<file path="config.mk">
export PLATFORM = sky130hd
export DESIGN_NAME = reg_write_arbiter
export DESIGN_NICKNAME = d
export VERILOG_FILES = /design/src/rtl/reg_write_arbiter.sv
export SDC_FILE = /design/constraint.sdc
export NUM_CORES = 1
export LEC_CHECK = 0
export ABC_AREA = 1
export CORE_MARGIN = 3
export CORE_UTILIZATION = 43
export CTS_CLUSTER_DIAMETER = 200
export DETAILED_ROUTE_END_ITERATION = 10
export GPL_TIMING_DRIVEN = 0
export PLACE_DENSITY = 0.83
export SLEW_MARGIN = 20
export SYNTH_ARGS = -nofsm -noshare
export SYNTH_HDL_FRONTEND = slang
export SYNTH_SLANG_ARGS = --single-unit
</file>
<file path="constraint.sdc">
create_clock -name clk_Regs -period 2.92 [get_ports clk_Regs]
set_clock_uncertainty 0.15 [all_clocks]
set_input_delay 0.438 -clock clk_Regs [delete_from_list [all_inputs] [get_ports clk_Regs]]
set_output_delay 0.438 -clock clk_Regs [all_outputs]
set_load 0.1 [all_outputs]
</file>
<file path="src/rtl/reg_write_arbiter.sv">
// reg_write_arbiter: shares the register-file write port between an ALU
// writeback requester (A) and a load writeback requester (B) using a
// round-robin valid/ready handshake. The winning write is registered for one
// cycle before it reaches the register file. A clear sequence zeroes x1..x31,
// one register per cycle.
module reg_write_arbiter (
    input  logic        clk_Regs,
    input  logic        rst,
    input  logic        clr_start,
    output logic        clr_busy,
    input  logic        a_valid,
    output logic        a_ready,
    input  logic [4:0]  a_addr,
    input  logic [31:0] a_data,
    input  logic        b_valid,
    output logic        b_ready,
    input  logic [4:0]  b_addr,
    input  logic [31:0] b_data,
    output logic        Reg_Write,
    output logic [4:0]  W_Addr,
    output logic [31:0] W_Data
);

    localparam logic ST_ARB   = 1'b0;
    localparam logic ST_CLEAR = 1'b1;

    localparam logic PTR_A = 1'b0;
    localparam logic PTR_B = 1'b1;

    localparam logic [4:0] LAST_REG = 5'd31;

    logic       state_q, state_d;
    logic       ptr_q, ptr_d;
    logic [4:0] cnt_q, cnt_d;

    logic        wr_en_d;
    logic [4:0]  wr_addr_d;
    logic [31:0] wr_data_d;

    logic grant_a, grant_b;

    // Grant decision: round-robin on contention, nothing while clearing,
    // requesting a clear, or held in reset.
    always_comb begin
        grant_a = 1'b0;
        grant_b = 1'b0;
        if (!rst && state_q == ST_ARB && !clr_start) begin
            if (a_valid && b_valid) begin
                if (ptr_q == PTR_A) begin
                    grant_a = 1'b1;
                end else begin
                    grant_b = 1'b1;
                end
            end else if (a_valid) begin
                grant_a = 1'b1;
            end else if (b_valid) begin
                grant_b = 1'b1;
            end
        end
    end

    assign a_ready  = grant_a;
    assign b_ready  = grant_b;
    assign clr_busy = (state_q == ST_CLEAR);

    // Next-state for the FSM, pointer, clear counter and the write register.
    always_comb begin
        state_d   = state_q;
        ptr_d     = ptr_q;
        cnt_d     = cnt_q;
        wr_en_d   = 1'b0;
        // Address/data hold their previous values unless a real write lands.
        wr_addr_d = W_Addr;
        wr_data_d = W_Data;

        if (state_q == ST_ARB) begin
            if (clr_start) begin
                state_d = ST_CLEAR;
                cnt_d   = 5'd1;
            end else if (grant_a) begin
                ptr_d = PTR_B;
                // x0 is hardwired zero: complete the handshake but drop the write.
                if (a_addr != 5'd0) begin
                    wr_en_d   = 1'b1;
                    wr_addr_d = a_addr;
                    wr_data_d = a_data;
                end
            end else if (grant_b) begin
                ptr_d = PTR_A;
                if (b_addr != 5'd0) begin
                    wr_en_d   = 1'b1;
                    wr_addr_d = b_addr;
                    wr_data_d = b_data;
                end
            end
        end else begin
            wr_en_d   = 1'b1;
            wr_addr_d = cnt_q;
            wr_data_d = 32'd0;
            if (cnt_q == LAST_REG) begin
                state_d = ST_ARB;
                cnt_d   = 5'd0;
            end else begin
                cnt_d = cnt_q + 5'd1;
            end
        end
    end

    // State and registered write-port update; reset aborts any clear in flight.
    always_ff @(posedge clk_Regs) begin
        if (rst) begin
            state_q   <= ST_ARB;
            ptr_q     <= PTR_A;
            cnt_q     <= 5'd0;
            Reg_Write <= 1'b0;
            W_Addr    <= 5'd0;
            W_Data    <= 32'd0;
        end else begin
            state_q   <= state_d;
            ptr_q     <= ptr_d;
            cnt_q     <= cnt_d;
            Reg_Write <= wr_en_d;
            W_Addr    <= wr_addr_d;
            W_Data    <= wr_data_d;
        end
    end

endmodule

</file>
==> impl_metrics.yaml, run 1 <==
pwr:
  cellPowerDensity_mw_per_mm2: 414
  vdd_drop_max_mv: 0.255
  p_total_mw: 1.54
  leakagePower_nw: 1.66
clock_tree:
  clock_path_buffers: 2
  cts_num_sinks: 45
  clockRootBuffer: "clkbuf_8"
  numCtsBuffers: 5
  clk_latency_ns: 0.29
  cts_tree: "done"
  clkSlewWorstSetupHoldPaths_ns: 0.08
  cts_setup_buffers: 0
  h-tree-depth: 2
  holdBufCountCts: 0
grt:
  grt_pass1_vias: 2489
  grt_first_pass_wirelength_um: 11300
  grt_use_total_pct: 22.1
  antenna_found_initial: 0
  grt_max_degree: 14
  grt_overflow: 0
logic_synthesis:
  syn_nets: 447
  synthCells: 365
  synth.top_cell.area_share_pct: 38.1
  syn_avg_cell_area_um2: 6.47
  synth.most_common_cell: "nand2_1"
  synthTopCellsByCount: "nand2_1, nor2_1, dfxtp_1, nand3_1, inv_1"
  ys_ff_latch: 45
  synth_flop_cell: "dfxtp_1"
  async_reset_ff_share_pct: 0
  synth-edff-count: 0
  netlist_area_mm2: 0.00236
  synth_top_area_cell: "dfxtp_1"
  synthTopCellsByArea: "dfxtp_1, nand2_1, nor2_1, nand3_1, a21oi_1"
  ys_warn_count: 0
  yosysUniqueCellTypes: 27
  yosysSeqAreaShare_pct: 38.1
floorplanning:
  die_w_um: 80.1
  row_count: 26
  coreArea_mm2: 0.00520
  floorplan.initialDensity_pct: 45.4
  die_area_mm2: 0.00642
  fp.dieH_um: 80.1
  io_pins: 120
setup_path:
  crit_path_end_kind: "output port"
  cp_data_required_time_ns: 2.33
  crit_type: "input pin to output port"
  cp_max_fo: 8
  arrival_ns: 2.26
  start_kind: "input pin"
timing:
  worst_slew_pin_slew_ns: 1.00
  post-route-min-period_ns: 2.85
  fin_setup_tns_ns: 0
  report.final.slew_viol_count: 0
  setup_ws_ns: 0.0732
  fmax_mhz: 351
  rsz0062_at_grt: "false"
  finalHoldViolations: 0
  fin_crit_sh_pct: 97.5
  relSlewSlack_pct: 32.8
  setup_viol: 0
drt:
  routed_wl_um: 7000
  ant_nets: 0
  drt-initial-drc-count: 196
  routed_via_density: 4.79
  drcViolationCount: 0
  first_pass_iters: 5
  dr_total_vias: 2690
  post_drt_wl_per_cell_um: 12.4
placed_design:
  hpwl_um: 5440
  gp_congestion: 0.871
  port-buffer-count: 119
  placed_area_mm2: 0.00364
  pre_cts_slack_ns: -0.481
worst_hold_path:
  hp-class: "flop to flop"
cells_and_area:
  antennaDiodeCount: 0
  area_growth_pct: 57.4
  fill_cells: 461
  multi_input_area_mm2: 0.00126
  nets: 573
  stdcell_area_mm2: 0.00372
  seq_area_um2: 901
  utilization_pct: 71.4
  drive_above_1_share_pct: 6.91
run:
  drv_cap: 0
outcome:
  outcome: "completed"
routing by layer:
layer | track usage, % | vias to the layer above | part of all wire [%] | wire length, µm
met5 | 0 | - | 0 | 0
met3 | 7.06 | 10 | 9.6 | 673
met2 | 38.7 | 108 | 48 | 3340
met4 | 6.08 | 0 | 1.4 | 95
li1 | - | 1411 | - | -
met1 | 25.9 | 1161 | 41 | 2890
final timing paths:
path / startpoint / endpoint / slack, ns / cells past startpoint
max: clr_start / b_ready / 0.07 / 5
min: W_Data[20]$_SDFFE_PP0P_ / W_Data[20]$_SDFFE_PP0P_ / 0.34 / 2
max reg2reg: ptr_q$_SDFFE_PP0P_ / W_Data[18]$_SDFFE_PP0P_ / 1.17 / 8
min reg2reg: W_Data[20]$_SDFFE_PP0P_ / W_Data[20]$_SDFFE_PP0P_ / 0.34 / 2
state kept, by name, summed over array words and instances, names as in the netlist:
register   flops
W_Addr         5
Reg_Write      1
ptr_q          1
W_Data        32
cnt_q          5
clr_busy       1
worst max-delay path: stages:
cell             delay, ns
clkdlybuf4s50_1       0.47
nor2_2                0.19
nand2_4               0.13
nor2_4                0.16
dlygate4sd2_1         0.87
through the flow:
stage / instances / hold WS (ns)
2_1_floorplan: 365 / 0.309
3_3_place_gp: 554 / 0.320
3_5_place_dp: 554 / 0.326
4_1_cts: 562 / 0.337
5_1_grt: 562 / 0.360
6_report: 562 / 0.336
layout make-up:
class	count	area share [%]
clock inverter	2	0.269
tap	70	2.36
sequential	45	24.2
inverter	23	2.32
multi-input combinational	278	34.0
buffer	19	3.03
clock buffer	6	1.95
timing repair buffer	119	31.9
kinds of logic after synthesis:
logic type                 synth area share [%]
buffers and inverters                      8.42
AOI/OAI and AO/OA                          10.9
and+or+nand+nor                            40.9
adders and majority gates                  1.59
DFF                                        38.1
cell usage in the layout (no fill, tap or decap), types with 3 or more instances in the layout:
master,n
a21oi_1,16
buf_2,10
inv_2,3
clkbuf_1,5
ha_1,3
nor2_1,49
o21ai_1,8
clkbuf_8,5
nand3_1,28
inv_1,20
buf_6,3
nand2_4,3
o21ai_0,14
nand2_1,136
dfxtp_1,45
nand4_1,6
clkdlybuf4s50_1,117
report_power, final:
group          total, mW  leakage, nW  internal [mW]  switching (mW)
Sequential         0.658        0.366          0.641          0.0171
Clock              0.368       0.0450          0.166           0.202
Combinational      0.511         1.25          0.189           0.322
Total               1.54         1.66          0.997           0.542
repair_timing:
item                       CTS  global route
pin swaps                    0             0
cloned                       0             0
setup endpoints to repair    2             1
resized for setup            4             2
Power figures use the tool's default switching activity.
==> run 2, diff against run 1 <==
CAP_MARGIN = 20   (was unset)
CORE_UTILIZATION = 65   (was 43)
DONT_BUFFER_PORTS = 1   (was unset)
PLACE_DENSITY = 0.88   (was 0.83)
==> run 2 against run 1 <==
  * Critical path depth grew 4
  * Die area is 32% lower
  * Power shrank 14%
  * Clock power is 18% lower
  * Flip-flop and latch count unchanged
  * Hold slack worse by 0.31 ns
  * Utilization grew 1.8 points
  * Non-clock buffer count is 117 lower
  * Highest routed layer unchanged
  * Setup slack improved by 0.088 ns
  * Final area is 33% lower
  * Sequential share of layout area is 12 points higher
==> impl_metrics.yaml, run 2 (synthesis results as in run 1) <==
outcome:
  outcome: "completed"
cells_and_area:
  antennaDiodeCount: 0
  regMostFlops: "W_Data"
  final_cell_mix: "nand2_1, nor2_1, dfxtp_1"
  area_growth_pct: 5.88
  drive_above_1_share_pct: 9.07
  final_common_cell: "nand2_1"
  largest_reg_flops: 32
  nets: 456
  fill_cells: 308
  reg.largest.list: "W_Data: 32 flops, W_Addr: 5 flops, cnt_q: 5 flops"
  utilization_pct: 73.2
drt:
  routed_wl_um: 5710
  first_pass_iters: 6
  post_drt_wl_per_cell_um: 13.6
  drt-initial-drc-count: 133
  dr_total_vias: 2323
  drcViolationCount: 0
  routed_via_density: 5.52
  ant_nets: 0
pwr:
  cellPowerDensity_mw_per_mm2: 529
  leakagePower_nw: 1.20
  vdd_drop_max_mv: 0.345
floorplanning:
  fp.dieH_um: 66.3
  die_w_um: 66.3
  row_count: 21
  die_area_mm2: 0.00439
  floorplan.initialDensity_pct: 69.2
  coreArea_mm2: 0.00342
  io_pins: 120
timing:
  post-route-min-period_ns: 2.76
  fin_crit_sh_pct: 94.5
  relSlewSlack_pct: 27.1
  finalHoldViolations: 0
  worst_slew_pin_slew_ns: 1.09
  rsz0062_at_grt: "false"
  fin_setup_tns_ns: 0
  setup_viol: 0
  fmax_mhz: 362
  setup_ws_ns: 0.161
  hold_ws_ns: 0.0247
  report.final.slew_viol_count: 0
setup_path:
  crit_path_end_kind: "flop"
  cp_max_fo: 10
  arrival_ns: 2.87
  cp_data_required_time_ns: 3.03
  start_kind: "flop"
  crit_type: "flop to flop"
grt:
  grt_max_degree: 16
  grt_pass1_vias: 2008
  grt_overflow: 0
  antenna_found_initial: 0
  busiest_layer: "met2"
  grt_util_met2_pct: 45.1
  grt_use_total_pct: 24.9
  use_met1_pct: 28.2
  met3_usage_pct: 8.16
  grt_first_pass_wirelength_um: 8670
clock_tree:
  clock_path_buffers: 2
  clockRootBuffer: "clkbuf_4"
  cts_num_sinks: 45
  numCtsBuffers: 5
  clk_latency_ns: 0.35
  cts_tree: "done"
  clkSlewWorstSetupHoldPaths_ns: 0.13
  h-tree-depth: 2
  cts_setup_buffers: 0
placed_design:
  hpwl_um: 4400
  pre_cts_slack_ns: 0.161
  port-buffer-count: 0
  gp_congestion: 0.869
run:
  drv_cap: 0
worst_hold_path:
  hp-class: "input pin to flop"
==> run 2: what timing repair did <==
action,CTS,global route
endpoints found under the hold margin,1,1
endpoints found under the setup margin,0,1
hold buffers,1,1
gates resized for setup,0,1
==> run 2: power breakdown <==
group          internal [mW]  switching (mW)  leakage, nW
Combinational         0.0640           0.119        0.801
Sequential             0.641           0.197        0.366
Clock                 0.0955           0.205       0.0316
==> run 2: final timing paths <==
| check | from | to | slack (ns) | depth (start not counted) |
|---|---|---|---|---|
| min reg2reg | ptr_q$_SDFFE_PP0P_ | ptr_q$_SDFFE_PP0P_ | 0.35 | 2 |
| min | rst | ptr_q$_SDFFE_PP0P_ | 0.02 | 1 |
| max | clr_busy$_SDFF_PP0_ | W_Data[17]$_SDFFE_PP0P_ | 0.16 | 9 |
| max reg2reg | clr_busy$_SDFF_PP0_ | W_Data[17]$_SDFFE_PP0P_ | 0.16 | 9 |
==> run 2: layout make-up <==
cell class | count | area, µm² | share of cell area, %
plain buffers | 19 | 115 | 4.60
clock buffers | 5 | 37.5 | 1.50
clock inverters | 3 | 21.3 | 0.850
inverters | 23 | 86.3 | 3.45
multi-input cells | 278 | 1260 | 50.5
flip-flops and latches | 45 | 901 | 36.0
well taps | 46 | 57.6 | 2.30
repair buffers | 2 | 20.0 | 0.800
==> run 2: routing by layer <==
metal  part of all wire [%]  routed length, µm
met5                      0                  0
met2                     48               2750
met4                   0.88                 50
met1                     41               2320
met3                     10                589
==> run 2: worst max-delay path: stages, from the launching register on <==
cell     delay, ns
dfxtp_1       0.70
nor2_2        0.32
nand2_4       0.15
nor2_4        0.59
nand2_2       0.20
nand2_4       0.17
inv_2         0.09
buf_6         0.14
nor2_1        0.09
nor2_1        0.05
==> run 2: metrics by stage <==
step / cell area [µm²] / cells / power [mW]
4_1_cts: 2490 / 420 / 1.32
6_report: 2500 / 421 / 1.32
2_1_floorplan: 2360 / 365 / 0.993
3_3_place_gp: 2420 / 411 / 1.03
5_1_grt: 2500 / 421 / 1.38
3_5_place_dp: 2420 / 411 / 1.03
